**config.mk**
```make
export PLATFORM = sky130hd
export DESIGN_NAME = complex_div
export DESIGN_NICKNAME = d
export VERILOG_FILES = /design/src/rtl/complex_div.sv
export SDC_FILE = /design/constraint.sdc
export NUM_CORES = 1
export LEC_CHECK = 0
export CAP_MARGIN = 20
export CORE_MARGIN = 4
export CORE_UTILIZATION = 30
export CTS_BUF_LIST = sky130_fd_sc_hd__clkbuf_8
export CTS_CLUSTER_SIZE = 12
export DETAILED_ROUTE_END_ITERATION = 7
export GPL_TIMING_DRIVEN = 0
export PLACE_DENSITY_LB_ADDON = 0.3
export SLEW_MARGIN = 20
export SYNTH_ARGS = -nofsm -noshare
export SYNTH_HDL_FRONTEND = slang
export SYNTH_SLANG_ARGS = --single-unit
```
**constraint.sdc**
```tcl
create_clock -name CLK -period 6.4 [get_ports CLK]
set_input_delay 1.28 -clock CLK [delete_from_list [all_inputs] [get_ports CLK]]
set_output_delay 1.28 -clock CLK [all_outputs]
set_load 0.1 [all_outputs]
```
**src/rtl/complex_div.sv**
```systemverilog
// complex_div: sequential complex divider (a + jb) / (c + jd), 4-bit signed
// operands, Q6.4 signed quotient. One shared 4x4 multiplier is stepped over
// six products, then a pair of restoring dividers share the denominator.
// Fixed latency: done rises 20 clocks after the edge that accepts start.
//
// Ports
//   CLK, RST_n                 clock (rising edge), async active-low reset
//   start                      one-cycle request, only taken in IDLE
//   real_a, image_a            dividend a + jb (signed 4-bit)
//   real_b, image_b            divisor  c + jd (signed 4-bit)
//   busy                       operation in flight
//   done                       one-cycle pulse, results valid
//   quot_real, quot_image      signed Q6.4 quotient, held until next result
//   div_zero                   divisor was 0 + j0 (quotients forced to 0)
module complex_div (
  input  logic              CLK,
  input  logic              RST_n,
  input  logic              start,
  input  logic signed [3:0] real_a,
  input  logic signed [3:0] image_a,
  input  logic signed [3:0] real_b,
  input  logic signed [3:0] image_b,
  output logic              busy,
  output logic              done,
  output logic signed [9:0] quot_real,
  output logic signed [9:0] quot_image,
  output logic              div_zero
);

  typedef enum logic [2:0] {IDLE, MUL, SUM, DIV, FIX} state_t;

  state_t            r_state, w_next;
  logic [3:0]        r_step;
  logic signed [3:0] r_a, r_b, r_c, r_d;
  logic signed [3:0] w_ma, w_mb;
  logic signed [6:0] r_prod, r_ac, r_bd, r_bc, r_ad, r_cc, r_dd;
  logic signed [7:0] w_num_r, w_num_i;
  logic [6:0]        w_abs_r, w_abs_i;
  logic [7:0]        w_den, r_den;
  logic              r_neg_r, r_neg_i;
  logic [10:0]       r_qr_r, r_qr_i;   // dividend shifts out, quotient shifts in
  logic [7:0]        r_rem_r, r_rem_i;
  logic [8:0]        w_sh_r, w_sh_i;
  logic              w_ge_r, w_ge_i;
  logic              r_busy, r_done, r_dz;
  logic signed [9:0] r_quot_r, r_quot_i;

  // -8 has no positive counterpart in 4 bits; clamp so |operand| <= 7
  function automatic logic signed [3:0] sat(input logic signed [3:0] v);
    return (v == 4'sb1000) ? 4'sb1001 : v;
  endfunction

  always_ff @(posedge CLK or negedge RST_n)
    if (!RST_n) r_state <= IDLE;
    else        r_state <= w_next;

  always_comb begin
    w_next = r_state;
    case (r_state)
      IDLE: if (start && !r_done) w_next = MUL;  // start during done pulse is dropped
      MUL:  if (r_step == 4'd6)   w_next = SUM;
      SUM:                        w_next = DIV;
      DIV:  if (r_step == 4'd10)  w_next = FIX;
      FIX:                        w_next = IDLE;
      default:                    w_next = IDLE;
    endcase
  end

  // multiplier operand select: ac, bd, bc, ad, cc, dd
  always_comb begin
    w_ma = '0;
    w_mb = '0;
    case (r_step)
      4'd0: begin w_ma = r_a; w_mb = r_c; end
      4'd1: begin w_ma = r_b; w_mb = r_d; end
      4'd2: begin w_ma = r_b; w_mb = r_c; end
      4'd3: begin w_ma = r_a; w_mb = r_d; end
      4'd4: begin w_ma = r_c; w_mb = r_c; end
      4'd5: begin w_ma = r_d; w_mb = r_d; end
      default: ;
    endcase
  end

  // sums: sign-extend 7-bit products; cc, dd are non-negative
  assign w_num_r = {r_ac[6], r_ac} + {r_bd[6], r_bd};
  assign w_num_i = {r_bc[6], r_bc} - {r_ad[6], r_ad};
  assign w_den   = {1'b0, r_cc} + {1'b0, r_dd};
  assign w_abs_r = 7'(w_num_r[7] ? -w_num_r : w_num_r);
  assign w_abs_i = 7'(w_num_i[7] ? -w_num_i : w_num_i);

  // one restoring step; remainder stays below den so 8 bits suffice
  assign w_sh_r = {r_rem_r, r_qr_r[10]};
  assign w_sh_i = {r_rem_i, r_qr_i[10]};
  assign w_ge_r = (w_sh_r >= {1'b0, r_den});
  assign w_ge_i = (w_sh_i >= {1'b0, r_den});

  always_ff @(posedge CLK or negedge RST_n) begin
    if (!RST_n) begin
      r_step  <= '0;
      {r_a, r_b, r_c, r_d} <= '0;
      {r_prod, r_ac, r_bd, r_bc, r_ad, r_cc, r_dd} <= '0;
      r_den   <= '0;
      r_neg_r <= 1'b0;
      r_neg_i <= 1'b0;
      r_qr_r  <= '0;
      r_qr_i  <= '0;
      r_rem_r <= '0;
      r_rem_i <= '0;
      r_busy  <= 1'b0;
      r_done  <= 1'b0;
      r_dz    <= 1'b0;
      r_quot_r <= '0;
      r_quot_i <= '0;
    end else begin
      r_busy <= (w_next != IDLE);
      r_done <= (r_state == FIX);
      r_step <= (w_next != r_state) ? 4'd0 : r_step + 4'd1;
      case (r_state)
        IDLE: if (w_next == MUL) begin
          r_a <= sat(real_a);
          r_b <= sat(image_a);
          r_c <= sat(real_b);
          r_d <= sat(image_b);
        end
        MUL: begin
          r_prod <= 7'({{4{w_ma[3]}}, w_ma} * {{4{w_mb[3]}}, w_mb});
          // product issued in step s-1 lands here in step s
          case (r_step)
            4'd1: r_ac <= r_prod;
            4'd2: r_bd <= r_prod;
            4'd3: r_bc <= r_prod;
            4'd4: r_ad <= r_prod;
            4'd5: r_cc <= r_prod;
            4'd6: r_dd <= r_prod;
            default: ;
          endcase
        end
        SUM: begin
          r_den   <= w_den;
          r_neg_r <= w_num_r[7];
          r_neg_i <= w_num_i[7];
          r_qr_r  <= {w_abs_r, 4'b0000};
          r_qr_i  <= {w_abs_i, 4'b0000};
          r_rem_r <= '0;
          r_rem_i <= '0;
        end
        DIV: if (r_den != 8'd0) begin  // zero divisor: idle through the slots
          r_rem_r <= 8'(w_ge_r ? w_sh_r - {1'b0, r_den} : w_sh_r);
          r_rem_i <= 8'(w_ge_i ? w_sh_i - {1'b0, r_den} : w_sh_i);
          r_qr_r  <= {r_qr_r[9:0], w_ge_r};
          r_qr_i  <= {r_qr_i[9:0], w_ge_i};
        end
        FIX: begin
          r_dz <= (r_den == 8'd0);
          if (r_den == 8'd0) begin
            r_quot_r <= '0;
            r_quot_i <= '0;
          end else begin
            // magnitude <= 158, so the low 10 bits carry the signed result
            r_quot_r <= 10'(r_neg_r ? -r_qr_r : r_qr_r);
            r_quot_i <= 10'(r_neg_i ? -r_qr_i : r_qr_i);
          end
        end
        default: ;
      endcase
    end
  end

  assign busy       = r_busy;
  assign done       = r_done;
  assign quot_real  = r_quot_r;
  assign quot_image = r_quot_i;
  assign div_zero   = r_dz;

endmodule
```
==> flow_metrics.env, run 1 <==
export IMPL_via_per_inst=4.842
export IMPL_cp_start_kind="flop"
export IMPL_mappedNetlistNets=941
export IMPL_multi_input_area_um2=4556
export IMPL_drt_pass1_iterations=7
export IMPL_average_wire_length_per_cell_after_detail_routing_um=14.80
export IMPL_mostFrequentLayoutCells="dfrtp_1, nand2_1, o21ai_0"
export IMPL_critPathCaptureType="flop"
export IMPL_synthTopCellsByArea="dfrtp_1, ha_1, mux2_2"
export IMPL_clock_pin_slew_reported_for_the_worst_setup_and_hold_paths_after_clock_tree_synthesis_ns=0.10
export IMPL_placedInstanceArea_um2=9366
export IMPL_final_util_pct=35.09
export IMPL_min_delay_worst_endpoint="quot_real[1]"
export IMPL_grt_start_max_net_pins=78
export IMPL_tightestPinTransition_ns=1.107
export IMPL_rr_startpoint="r_step[0]"
export IMPL_die_area_um2=30920
export IMPL_cpMaxStageDelayCell="a221oi_1"
export IMPL_fin_worst_skew_ns=0.01722
export IMPL_timing_critical_path_cells="ha_1, clkbuf_1, nor2_1, nor3_1, a221oi_1, nor2_1, fa_1, fa_1, ha_1, ha_1, a21o_1, a21oi_1, xnor2_1, nor3b_1, mux2i_1, nand2_1"
export IMPL_first_pass_grt_wire_length_mm=32.24
export IMPL_critical_path_class="reg -> reg"
export IMPL_crit_reg2reg_capture="r_prod[6]"
export IMPL_drt_antenna_violating_nets=0
export IMPL_post_route_cells_drive_above_1_share_pct=11.95
export IMPL_antenna_violations_before_repair=0
export IMPL_numCtsBuffers=17
export IMPL_postSynth_asyncResetShare_pct=100.0
export IMPL_seqCellArea_um2=3578
export IMPL_synth_top_cell_area_share_pct=42.35
export IMPL_worst_ep_required_time_ns=6.74
export IMPL_worst_path_top_cell_family_by_delay="adder cells"
export IMPL_number_of_buffers_on_the_longest_clock_path=2
export IMPL_syn_inst=855
export IMPL_worst_skew_pair_latency_ns=0.46
export IMPL_rrSetupSlack_ns=1.64
export IMPL_grt_setup_unrepaired="false"
export IMPL_numPortBuffers=41
export IMPL_yosys_cell_types_count=62
export IMPL_data_arrival_critical_path_ns=5.10
export IMPL_bufs_and_invs_on_worst_path=1
export IMPL_worst_hold_path_type="reg -> reg"
export IMPL_grt_usage_pct=12.86
export IMPL_fraction_of_the_cycle_the_final_worst_path_needs_pct=74.44
export IMPL_min_delay_start="quot_real[1]"
export IMPL_die_height_um=175.8
export IMPL_finalHoldViolations=0
export IMPL_slew_limit_headroom_pct=25.57
export IMPL_post_cts_setup_buffer_count=0
export IMPL_most_common_cell_after_layout_fill_and_taps_aside="dfrtp_1"
export IMPL_cts_hold_buf=0
export IMPL_grt_overflow=0
export IMPL_crit_path_max_fanout=7
export IMPL_final_setup_viol_count=0
export IMPL_floorplan_initialDensity_pct=30.42
export IMPL_fin_nets=1002
export IMPL_num_rows=61
export IMPL_filler_cell_count=2865
export IMPL_number_of_global_route_vias_before_repair=6215
export IMPL_placeableCoreArea_um2=27780
export IMPL_hold_path_cell_count=2
export IMPL_clock_fmax_mhz=209.9
export IMPL_worstRegToRegCells=16
export IMPL_detail_route_wirelength_mm=19.34
export IMPL_netlist_area_um2=8451
export IMPL_final_area_um2=9748
export IMPL_syn2layout_area_growth_pct=15.35
export IMPL_period_minus_slack_ns=4.764
export IMPL_totalNegativeSetupSlack_ns=0
export IMPL_ctsResizeCount=0
export IMPL_max_stage_delay_ns=0.76
export IMPL_detailedRoute_firstIterationViolations=358
export IMPL_maxCapViolCount=0
export IMPL_htreeDepth=4
export IMPL_yosys_area_top_type="dfrtp_1"
export IMPL_clock_tree_from_tritoncts="done"
export IMPL_synth_seq_area_share_pct=42.35
export IMPL_synth_seq_cells=143
export IMPL_status="finished clean"
export IMPL_clock_sink_count=143
export IMPL_design_portCount=42
export IMPL_final_max_slew_violation_count=0
export IMPL_path_common_cell="ha_1"
export IMPL_synth_warn=0
export IMPL_detailroute_via_count=6329
export IMPL_detailed_place_hpwl_mm=14.86
export IMPL_synth_enable_flop_cells=0
export IMPL_num_antenna_cells=0
export IMPL_synth_flop_cell="dfrtp_1"
export IMPL_postSynthAreaPerCell_um2=9.884
export IMPL_clock_tree_root_cell="clkbuf_8"
export IMPL_remaining_drc_errors=0
export IMPL_routabilityCongestion=0.8550
export IMPL_die_width_um=175.8
-- cells by family after synthesis --
logic type               after synthesis  share of synthesized area (%)
AO/OA/AOI/OAI                        212                          16.39
XOR/XNOR                              43                          4.620
adder cells (fa/ha/maj)               67                          11.07
multiplexers                          68                          8.869
buffers and inverters                 82                          3.746
flip-flops                           143                          42.35
AND/OR/NAND/NOR                      240                          12.96
-- cell usage after synthesis (5+ instances only) --
| library cell | number |
|---|---|
| nor2_1 | 65 |
| nor3_1 | 14 |
| o22ai_1 | 10 |
| o31ai_1 | 23 |
| ha_1 | 54 |
| a21oi_1 | 37 |
| o21bai_1 | 5 |
| nand2b_1 | 7 |
| clkbuf_1 | 18 |
| o21a_1 | 12 |
| or2_2 | 6 |
| o21ai_0 | 69 |
| a22oi_1 | 7 |
| dfrtp_1 | 143 |
| xor2_1 | 21 |
| fa_1 | 13 |
| a32oi_1 | 5 |
| inv_1 | 53 |
| nor2b_1 | 10 |
| buf_2 | 7 |
| mux2_2 | 55 |
| nand2_1 | 100 |
| nand3_1 | 6 |
| mux2i_1 | 13 |
| xnor2_1 | 21 |
| and3_1 | 6 |
-- area by class of cell --
| type | instances | area share (%) |
|---|---|---|
| Inverter | 53 | 2.041 |
| Clock inverter | 15 | 1.515 |
| Sequential cell | 143 | 36.71 |
| Timing Repair Buffer | 42 | 4.544 |
| Clock buffer | 17 | 2.400 |
| Tap cell | 378 | 4.852 |
| Multi-Input combinational cell | 630 | 46.73 |
| Buffer | 29 | 1.207 |
-- tightest hold or removal path, cell delays in order (launching register included) --
cell and delay, ns:
dfrtp_1 0.35, nand2_1 0.05, o31ai_1 0.05
-- per-layer routing --
metal  track usage [%]  share of wire [%]  vias up
met5                 0                  0        -
met1             17.80                 48     3028
met3             2.734                3.9       20
met4             3.119                1.5        0
li1                  -                  -     3166
met2             20.69                 47      115
-- through the flow --
stage | setup slack (ns) | hold WS, ns | cells
2_1_floorplan | 2.146 | 0.4665 | 855
3_3_place_gp | -1.996 | 0.4597 | 1274
3_5_place_dp | 1.581 | 0.4672 | 1275
4_1_cts | 1.547 | 0.4890 | 1307
5_1_grt | 1.060 | 0.5069 | 1307
6_report | 1.636 | 0.4833 | 1307
-- registers in the layout, indices dropped and copies added, names as in the netlist, 3 cells and up --
register	count
r_step	4
r_ad	7
r_ac	7
r_a	4
r_c	4
r_rem_r	8
r_prod	7
quot_image	10
r_qr_r	11
r_qr_i	11
r_b	4
quot_real	10
r_rem_i	8
r_cc	7
r_den	8
r_bd	7
r_bc	7
r_state	3
r_dd	7
r_d	4
-- worst max-delay path by stage --
stage,start,endpoint,slack [ns],depth (start not counted)
2_1_floorplan,r_step[1],r_prod[6],2.15,20
3_3_place_gp,RST_n,quot_real[4],-2.00,1
3_5_place_dp,r_step[1],r_prod[6],1.58,17
4_1_cts,r_step[1],r_prod[6],1.55,17
5_1_grt,r_step[1],r_prod[6],1.06,17
6_report,r_step[0],r_prod[6],1.64,16
Power of run 1 is left out: the tool's default activity adds up to more than one toggle a clock period on the data nets, which glitch-free logic cannot reach.
==> inputs of run 2 (changes only) <==
- clock period: 6.4 -> 4.15 ns (I/O delays scaled with it)
==> run 2 against run 1 <==
Net effect:
- the flow now finishes with violations (negative setup slack)
- non-clock buffer count increased by 15
- global-route usage increased by 0.45 points
- final cell count increased by 1.1%
- maximum frequency increased by 12%
- via count increased by 2.4%
- sequential cell count unchanged
==> flow_metrics.env, run 2 (synthesized netlist as in run 1, its figures left out) <==
export IMPL_status="finished, violations left"
export IMPL_violations="negative setup slack"
export IMPL_slew_limit_headroom_pct=33.25
export IMPL_filler_cell_count=2810
export IMPL_crit_path_max_fanout=5
export IMPL_average_wire_length_per_cell_after_detail_routing_um=15.21
export IMPL_detailedRoute_firstIterationViolations=340
export IMPL_setup_worst_path_end="r_prod[4]"
export IMPL_syn2layout_area_growth_pct=18.83
export IMPL_final_max_slew_violation_count=0
export IMPL_clock_sink_count=143
export IMPL_design_portCount=42
export IMPL_routabilityCongestion=0.8077
export IMPL_grt_setup_unrepaired="true"
export IMPL_detail_route_wirelength_mm=20.10
export IMPL_drt_pass1_iterations=5
export IMPL_clock_fmax_mhz=234.8
export IMPL_worst_skew_pair_latency_ns=0.45
export IMPL_num_antenna_cells=0
export IMPL_mostFrequentLayoutCells="dfrtp_1, nand2_1, o21ai_0"
export IMPL_final_util_pct=36.15
export IMPL_htreeDepth=4
export IMPL_numPortBuffers=41
export IMPL_post_route_cells_drive_above_1_share_pct=16.33
export IMPL_worst_hold_path_type="in -> async"
export IMPL_critPathCaptureType="flop"
export IMPL_detailroute_via_count=6478
export IMPL_clock_pin_slew_reported_for_the_worst_setup_and_hold_paths_after_clock_tree_synthesis_ns=0.10
export IMPL_critical_path_class="reg -> reg"
export IMPL_rr_startpoint="r_step[0]"
export IMPL_data_arrival_critical_path_ns=4.58
export IMPL_fraction_of_the_cycle_the_final_worst_path_needs_pct=102.6
export IMPL_first_pass_grt_wire_length_mm=33.51
export IMPL_cp_startpoint="r_step[0]"
export IMPL_period_minus_slack_ns=4.259
export IMPL_largest_registers="r_qr_i: 11 flops, r_qr_r: 11 flops"
export IMPL_cpMaxStageDelayCell="fa_1"
export IMPL_die_height_um=175.8
export IMPL_numCtsBuffers=17
export IMPL_drt_antenna_violating_nets=0
export IMPL_fin_cells=1321
export IMPL_maxCapViolCount=0
export IMPL_worst_ep_required_time_ns=4.47
export IMPL_fin_nets=1017
export IMPL_crit_reg2reg_capture="r_prod[4]"
export IMPL_max_stage_delay_ns=0.53
export IMPL_clock_tree_from_tritoncts="done"
export IMPL_number_of_global_route_vias_before_repair=6399
export IMPL_tightestPinTransition_ns=0.9931
export IMPL_die_width_um=175.8
export IMPL_num_rows=61
export IMPL_placeableCoreArea_um2=27780
export IMPL_most_common_cell_after_layout_fill_and_taps_aside="dfrtp_1"
export IMPL_finalHoldViolations=0
export IMPL_grt_start_max_net_pins=96
export IMPL_remaining_drc_errors=0
export IMPL_grt_usage_pct=13.32
export IMPL_number_of_buffers_on_the_longest_clock_path=2
export IMPL_final_setup_viol_count=3
export IMPL_floorplan_initialDensity_pct=30.42
export IMPL_post_place_cells=1275
export IMPL_rrSetupSlack_ns=-0.11
export IMPL_cp_start_kind="flop"
export IMPL_via_per_inst=4.904
export IMPL_fin_worst_skew_ns=0.02206
export IMPL_path_common_cell="fa_1"
export IMPL_timing_critical_path_cells="buf_6, ha_4, nor2_4, nor3_4, a32oi_1, o21ai_1, inv_1, or2_4, fa_1, fa_1, fa_1, inv_2, ha_4, buf_6, fa_1, mux2_4"
export IMPL_cts_hold_buf=0
export IMPL_antenna_violations_before_repair=0
export IMPL_grt_overflow=0
export IMPL_clock_tree_root_cell="clkbuf_8"
export IMPL_detailed_place_hpwl_mm=14.93
export IMPL_setup_ws_ns=-0.1086
export IMPL_die_area_um2=30920
export IMPL_worstRegToRegCells=16
## run 2: changes by cell type in the layout (fill, tap and decap cells not counted), sizes merged
cell and delta:
clkbuf -1, inv -5, clkinvlp +4, buf +16
## run 2: worst max-delay path, delay by kind of cell, from the launching register on
| kind | cells | cell delay, ns |
|---|---|---|
| fa+ha+maj | 6 | 2.26 |
| flops | 1 | 0.44 |
| compound gates | 2 | 0.26 |
| simple gates | 3 | 0.51 |
| mux | 1 | 0.27 |
| buf+inv | 4 | 0.38 |
## run 2: cell type report
class | instances | area, µm² | share of cell area [%]
multi-input combinational | 630 | 4746 | 47.26
sequential | 143 | 3580 | 35.65
timing repair buffer | 58 | 574.3 | 5.719
tap | 378 | 473.0 | 4.710
clock buffer | 17 | 234.0 | 2.330
inverter | 53 | 201.4 | 2.006
clock inverter | 14 | 120.1 | 1.196
buffer | 28 | 113.9 | 1.134
## run 2: what timing repair did
action,4_1_cts,5_1_grt
endpoints found under the setup margin,3,3
buffers inserted,11,5
pin swaps,15,9
resized for setup,30,7
## run 2: metrics by stage
step | worst slack, ns | TNS [ns] | area [µm²] | hold slack (ns)
after floorplan | 0.04023 | 0 | 8494 | 0.4665
final | -0.1086 | -0.2369 | 10040 | 0.2621
after global routing | -0.2722 | -0.7278 | 10040 | 0.2716
after CTS | -0.04506 | -0.07683 | 9978 | 0.2646
after detailed placement | -0.3703 | -0.8475 | 9410 | 0.4717
after global placement | -3.844 | -546.96 | 9378 | 0.4636
## run 2: worst min path at each step
| stage | start | to | slack, ns | cells past startpoint |
|---|---|---|---|---|
| 3_5_place_dp | quot_real[3] | quot_real[3] | 0.47 | 2 |
| 6_report | RST_n | r_c[2] | 0.26 | 1 |
| 2_1_floorplan | r_rem_i[7] | r_rem_i[7] | 0.47 | 1 |
| 4_1_cts | RST_n | r_d[1] | 0.26 | 1 |
| 3_3_place_gp | quot_real[9] | quot_real[9] | 0.46 | 2 |
| 5_1_grt | RST_n | r_c[2] | 0.27 | 1 |
## run 2: layer usage
metal	vias to the layer above	GRT usage [%]	wire, µm
met5	-	0	0
met4	0	3.444	263
met3	16	2.368	685
met2	125	21.53	9374
met1	3155	18.55	9772
li1	3182	-	-
Power of run 2 is left out for the same reason.
